===== config.mk =====
export PLATFORM = sky130hd
export DESIGN_NAME = bank_read_arbiter
export DESIGN_NICKNAME = d
export VERILOG_FILES = /design/src/rtl/bank_read_arbiter_pkg.sv /design/src/rtl/bank_read_arbiter_rr_wait_counter.sv /design/src/rtl/bank_read_arbiter.sv
export SDC_FILE = /design/constraint.sdc
export NUM_CORES = 1
export LEC_CHECK = 0
export ABC_AREA = 1
export BUFFER_PORTS_ARGS = -buffer_cell sky130_fd_sc_hd__buf_2
export CORE_MARGIN = 3
export CORE_UTILIZATION = 40
export DETAILED_ROUTE_END_ITERATION = 8
export HOLD_SLACK_MARGIN = 0.03
export PLACE_DENSITY = 0.57
export SLEW_MARGIN = 20
export SYNTH_ARGS = -nofsm -noshare
export SYNTH_HDL_FRONTEND = slang
export SYNTH_SLANG_ARGS = --single-unit

===== constraint.sdc =====
create_clock -name aclk -period 6.3 [get_ports aclk]
set_input_delay 0 -clock aclk [delete_from_list [all_inputs] [get_ports aclk]]
set_output_delay 0 -clock aclk [all_outputs]
set_load 0.01 [all_outputs]

===== src/rtl/bank_read_arbiter_pkg.sv =====
// rtl/bank_read_arbiter_pkg.sv - shared meduram constants and index/counter helpers
package bank_read_arbiter_pkg;

  localparam int unsigned BANK_IDX_W = 3;

  function automatic int unsigned rot_idx(input int unsigned i, input int unsigned k,
                                          input int unsigned n);
    return (i + k) % n;
  endfunction

  function automatic int unsigned sat_inc(input int unsigned v, input int unsigned max_v);
    return (v >= max_v) ? max_v : v + 1;
  endfunction

endpackage


===== src/rtl/bank_read_arbiter_rr_wait_counter.sv =====
// rtl/bank_read_arbiter_rr_wait_counter.sv - per-agent denial counter raising urgency at MAX_WAIT
module rr_wait_counter
  import bank_read_arbiter_pkg::*;
#(
  parameter int unsigned MAX_WAIT = 7
) (
  input  logic aclk,
  input  logic aresetn,
  input  logic req,
  input  logic grant,
  input  logic deny,
  output logic urgent
);

  localparam int unsigned WAIT_W = (MAX_WAIT > 0) ? $clog2(MAX_WAIT + 1) : 1;

  logic [WAIT_W-1:0] wait_cnt_q;
  logic [WAIT_W-1:0] wait_cnt_d;

  always_comb begin
    wait_cnt_d = wait_cnt_q;
    if (!req || grant) begin
      wait_cnt_d = '0;
    end else if (deny) begin
      wait_cnt_d = WAIT_W'(sat_inc(32'(wait_cnt_q), MAX_WAIT));
    end
  end

  always_ff @(posedge aclk or negedge aresetn) begin
    if (!aresetn) begin
      wait_cnt_q <= '0;
    end else begin
      wait_cnt_q <= wait_cnt_d;
    end
  end

  assign urgent = (MAX_WAIT > 0) && (wait_cnt_q == WAIT_W'(MAX_WAIT));

endmodule


===== src/rtl/bank_read_arbiter.sv =====
// rtl/bank_read_arbiter.sv - two-pass rotating bank arbiter for N read agents with write priority
module bank_read_arbiter
  import bank_read_arbiter_pkg::*;
#(
  parameter int unsigned NB_RDAGENT      = 4,
  parameter int unsigned SELECT_WIDTH    = 4,
  parameter int unsigned SELECT_RANGE    = BANK_IDX_W,
  parameter bit          WRITE_COLLISION = 1'b1,
  parameter int unsigned MAX_WAIT        = 7,
  parameter int unsigned CNT_WIDTH       = 16
) (
  input  logic                               aclk,
  input  logic                               aresetn,
  input  logic [NB_RDAGENT-1:0]              rd_req,
  input  logic [NB_RDAGENT*SELECT_WIDTH-1:0] rd_bank,
  input  logic                               wr_en,
  input  logic [SELECT_WIDTH-1:0]            wr_bank,
  input  logic                               cnt_clear,
  output logic [NB_RDAGENT-1:0]              rd_grant,
  output logic [NB_RDAGENT-1:0]              rd_collision,
  output logic                               collision,
  output logic [CNT_WIDTH-1:0]               collision_cnt
);

  localparam int unsigned NB_BANK = 1 << SELECT_RANGE;
  localparam int unsigned PTR_W   = (NB_RDAGENT > 1) ? $clog2(NB_RDAGENT) : 1;

  logic [NB_RDAGENT-1:0]   eligible;
  logic [NB_RDAGENT-1:0]   urgent;
  logic [NB_RDAGENT-1:0]   grant_d, grant_q;
  logic [NB_RDAGENT-1:0]   deny_d, deny_q;
  logic [PTR_W-1:0]        rr_ptr_d, rr_ptr_q;
  logic [CNT_WIDTH-1:0]    collision_cnt_d, collision_cnt_q;
  logic [NB_BANK-1:0]      claimed;
  logic                    first_found;
  int unsigned             idx;
  logic [SELECT_RANGE-1:0] bank;
  logic                    unused_bits;

  // An agent whose grant is still visible has been served and sits this cycle out.
  assign eligible = rd_req & ~grant_q;

  always_comb begin
    claimed     = '0;
    grant_d     = '0;
    deny_d      = '0;
    first_found = 1'b0;
    rr_ptr_d    = rr_ptr_q;
    idx         = 0;
    bank        = '0;
    if (WRITE_COLLISION && wr_en) begin
      claimed[wr_bank[SELECT_RANGE-1:0]] = 1'b1;
    end
    // Pass 0 serves urgent agents, pass 1 the rest, both in the same rotated order.
    for (int pass = 0; pass < 2; pass++) begin
      for (int unsigned k = 0; k < NB_RDAGENT; k++) begin
        idx = rot_idx(32'(rr_ptr_q), k, NB_RDAGENT);
        if (eligible[idx] && (urgent[idx] == (pass == 0))) begin
          bank = rd_bank[idx*SELECT_WIDTH +: SELECT_RANGE];
          if (!claimed[bank]) begin
            claimed[bank] = 1'b1;
            grant_d[idx]  = 1'b1;
            if (!first_found) begin
              first_found = 1'b1;
              rr_ptr_d    = PTR_W'(rot_idx(idx, 1, NB_RDAGENT));
            end
          end else begin
            deny_d[idx] = 1'b1;
          end
        end
      end
    end
  end

  always_comb begin
    collision_cnt_d = collision_cnt_q;
    if (cnt_clear) begin
      collision_cnt_d = '0;
    end else if (|deny_d) begin
      collision_cnt_d = CNT_WIDTH'(sat_inc(32'(collision_cnt_q), 32'({CNT_WIDTH{1'b1}})));
    end
  end

  for (genvar g = 0; g < NB_RDAGENT; g++) begin : g_wait
    rr_wait_counter #(
      .MAX_WAIT(MAX_WAIT)
    ) u_wait (
      .aclk   (aclk),
      .aresetn(aresetn),
      .req    (rd_req[g]),
      .grant  (grant_d[g]),
      .deny   (deny_d[g]),
      .urgent (urgent[g])
    );
  end

  always_ff @(posedge aclk or negedge aresetn) begin
    if (!aresetn) begin
      grant_q         <= '0;
      deny_q          <= '0;
      rr_ptr_q        <= '0;
      collision_cnt_q <= '0;
    end else begin
      grant_q         <= grant_d;
      deny_q          <= deny_d;
      rr_ptr_q        <= rr_ptr_d;
      collision_cnt_q <= collision_cnt_d;
    end
  end

  assign rd_grant      = grant_q;
  assign rd_collision  = deny_q;
  assign collision     = |deny_q;
  assign collision_cnt = collision_cnt_q;

  // Select bits above SELECT_RANGE carry no bank information.
  assign unused_bits = ^{wr_en, wr_bank, rd_bank};

endmodule


==> flow_metrics.tcl <==
set metrics [dict create \
    grt_max_degree 39 \
    worstPathBufferInverterCount 2 \
    slowest_stage "dfrtp_1" \
    start_kind "flip-flop" \
    fin_skew_ns 0.008249 \
    crit_top_cell "nand2_1" \
    tns_ns 0 \
    dp.final_hpwl_um 12470 \
    crit_arrival_ns 5.27 \
    wl_per_cell_um 14.57 \
    dieArea_mm2 0.01382 \
    cts.sinks 38 \
    clk-insertion-delay-late_ns 0.28 \
    syn_avg_cell_area_um2 5.757 \
    path_clk_slew_ns 0.06 \
    num-nets-final 944 \
    place.gp.congestion 0.9361 \
    vias 5658 \
    grt_pass1_wl_um 25760 \
    path_delay_family "simple AND/OR/NAND/NOR gates" \
    grt_usage 0.2223 \
    ant_nets 0 \
    synth-edff-count 0 \
    ys_types 42 \
    htreeDepth 2 \
    synth_cells 865 \
    core_mm2 0.01211 \
    worstPathRequired_ns 6.47 \
    finalSetupViolCount 0 \
    synth_warnings 0 \
    ir_drop_mv 0.2277 \
    max_stage_delay_ns 0.74 \
    synth_fp_nets 906 \
    initial_core_util 0.4112 \
    yosysTopAreaCell "dfrtp_1" \
    die_h_um 117.6 \
    cts_tree "built" \
    chipWidth_um 117.6 \
    drive_above_1_share 0.1139 \
    synthTopCellsByCount "253 x nand2_1, 123 x inv_1, 116 x nand3_1, 69 x nor2_1, 49 x a21oi_1" \
    area.growth.synth_to_final_pct 10.55 \
    post-route-period-util 0.8103 \
    cts_buffers 5 \
    gr-total-overflow 0 \
    first_pass_iters 5 \
    pre_cts_slack_ns 1.327 \
    synthesis.area_mm2 0.004980 \
    first_iter_violations 395 \
    wl_um 15620 \
    finalHoldViolCount 0 \
    synthTopCellsByArea "dfrtp_1 19%, nand2_1 19%, nand3_1 12%" \
    maxSlewHeadroom 0.4435 \
    crit_path_end_kind "flip-flop" \
    port_buffers 47 \
    cp_cell_sequence "inv_1 -> ha_1 -> inv_1 -> nand3_1 -> nand2_1 -> nand3_1 -> o211ai_1 -> a21oi_2 -> o21ai_1 -> and2_1 -> nor3_4 -> nand2_2 -> a21oi_1 -> nand2_1 -> a21oi_2 -> nand2_2 -> nor2_8 -> nand3_4 -> nand2_1 -> nand2_1" \
    vias_per_cell 5.278 \
    slew_violations 0 \
    async_flop_share 1.000 \
    worst_pin_slew_ns 0.8347 \
    crit_start "rr_ptr_q[1]" \
    setup_ws_ns 1.195 \
    drcViolationCount 0 \
    crit_type "flip-flop to flip-flop" \
    fill_cells 1349 \
    yosysMostFrequentCell "nand2_1" \
    max_freq_mhz 195.9 \
    post_cts_buffers 0 \
    min_from "rd_req[1]" \
    status "finished clean" \
    rsz0062_at_grt "false" \
    synthFlopType "dfrtp_1" \
    cts_buffer_depth 2 \
    grt_pass1_vias 5214 \
    fin_crit_ns 5.105 \
    p_total_mw 3.291 \
    io_pins 53 \
    leakagePower_nw 2.941 \
    r2r-start "rr_ptr_q[1]" \
    cts_root_buf "clkbuf_16" \
    register_area_um2 950.9 \
    rows 40 \
    holdCritPathClass "primary input to flip-flop" \
    cp_max_fo 20 \
    power_density_mw_per_mm2 597.8 \
    antenna_found_initial 0 \
    synth-seq-area-share 0.1910 \
    synth_top_area_share 0.1910 \
    multi_input_comb_area_mm2 0.003407 \
    drv_cap 0 \
    diodes 0 \
    ys_ff_latch 38 \
]
## logic make-up after synthesis
logic type / Yosys count / synth area share
simple gates: 509 / 0.4596
buf+inv: 151 / 0.1249
compound gates: 144 / 0.1744
flops: 38 / 0.1910
fa+ha+maj: 13 / 0.03266
xor+xnor: 10 / 0.01759
## registers in the layout, indices dropped and copies added, names as in the netlist
| register | count |
|---|---|
| collision_cnt | 16 |
| g_wait.u_wait.wait_cnt_q | 12 |
| rd_collision | 4 |
| rd_grant | 4 |
| rr_ptr_q | 2 |
## metrics by stage
step	utilization	instance area, um2	hold slack (ns)	instances
2_1_floorplan	-	4980	-0.2956	865
3_3_place_gp	0.4397	5325	0.1508	1063
3_5_place_dp	0.4397	5325	0.1537	1063
4_1_cts	0.4545	5505	0.05901	1072
5_1_grt	0.4545	5505	0.08153	1072
6_report	0.4545	5505	0.05997	1072
## worst min-delay path, stage by stage
cell and delay, ns:
buf_2 0.13, nand3_1 0.13, a21oi_1 0.05
## cell type report
type | count | share of cell area
Inverter | 129 | 0.08795
Multi-Input combinational cell | 676 | 0.6189
Tap cell | 168 | 0.03818
Clock inverter | 3 | 0.008182
Timing Repair Buffer | 53 | 0.05136
Clock buffer | 5 | 0.02273
Sequential cell | 38 | 0.1727
## placed cells by master, fill, tap and decap left out, drive strengths merged, types with 2 or more instances in the layout
master	count
nor3	11
o211ai	11
o21ai	53
xor2	7
nand4	27
and2	3
o22ai	2
inv	127
o2111ai	4
nand3b	2
nand3	120
a21oi	59
ha	13
clkinv	2
dfrtp	38
buf	52
nand2	265
clkinvlp	2
nor2	77
xnor2	3
o221ai	10
clkbuf	5
a31oi	3
## power by group
| group | internal [mW] | switching [mW] | total (mW) |
|---|---|---|---|
| Clock | 0.186 | 0.0996 | 0.286 |
| Combinational | 0.705 | 1.97 | 2.68 |
| Sequential | 0.288 | 0.0400 | 0.328 |
| Total | 1.18 | 2.11 | 3.29 |
## routing by layer
layer	global-route usage	part of all wire	vias to the layer above
li1	-	-	2926
met1	0.3109	0.47	2541
met2	0.3790	0.47	174
met3	0.01682	0.049	17
met4	0.04396	0.014	0
met5	0	0	-
## worst paths after layout
kind                                                  end  slack [ns]  depth (start not counted)
max                                     collision_cnt[10]        1.19                         20
min                        g_wait[1].u_wait.wait_cnt_q[1]        0.06                          3
max reg2reg                             collision_cnt[10]        1.19                         20
min reg2reg                g_wait[1].u_wait.wait_cnt_q[2]        0.56                          2
max in group asynchronous               collision_cnt[15]        5.42                          2
min in group asynchronous                     rr_ptr_q[0]        0.36                          2
## timing repair
item / in CTS / in global routing
resized for setup: 0 / 0
hold endpoints to repair: 38 / 0
hold buffers: 1 / 0
Power figures use the tool's default switching activity.
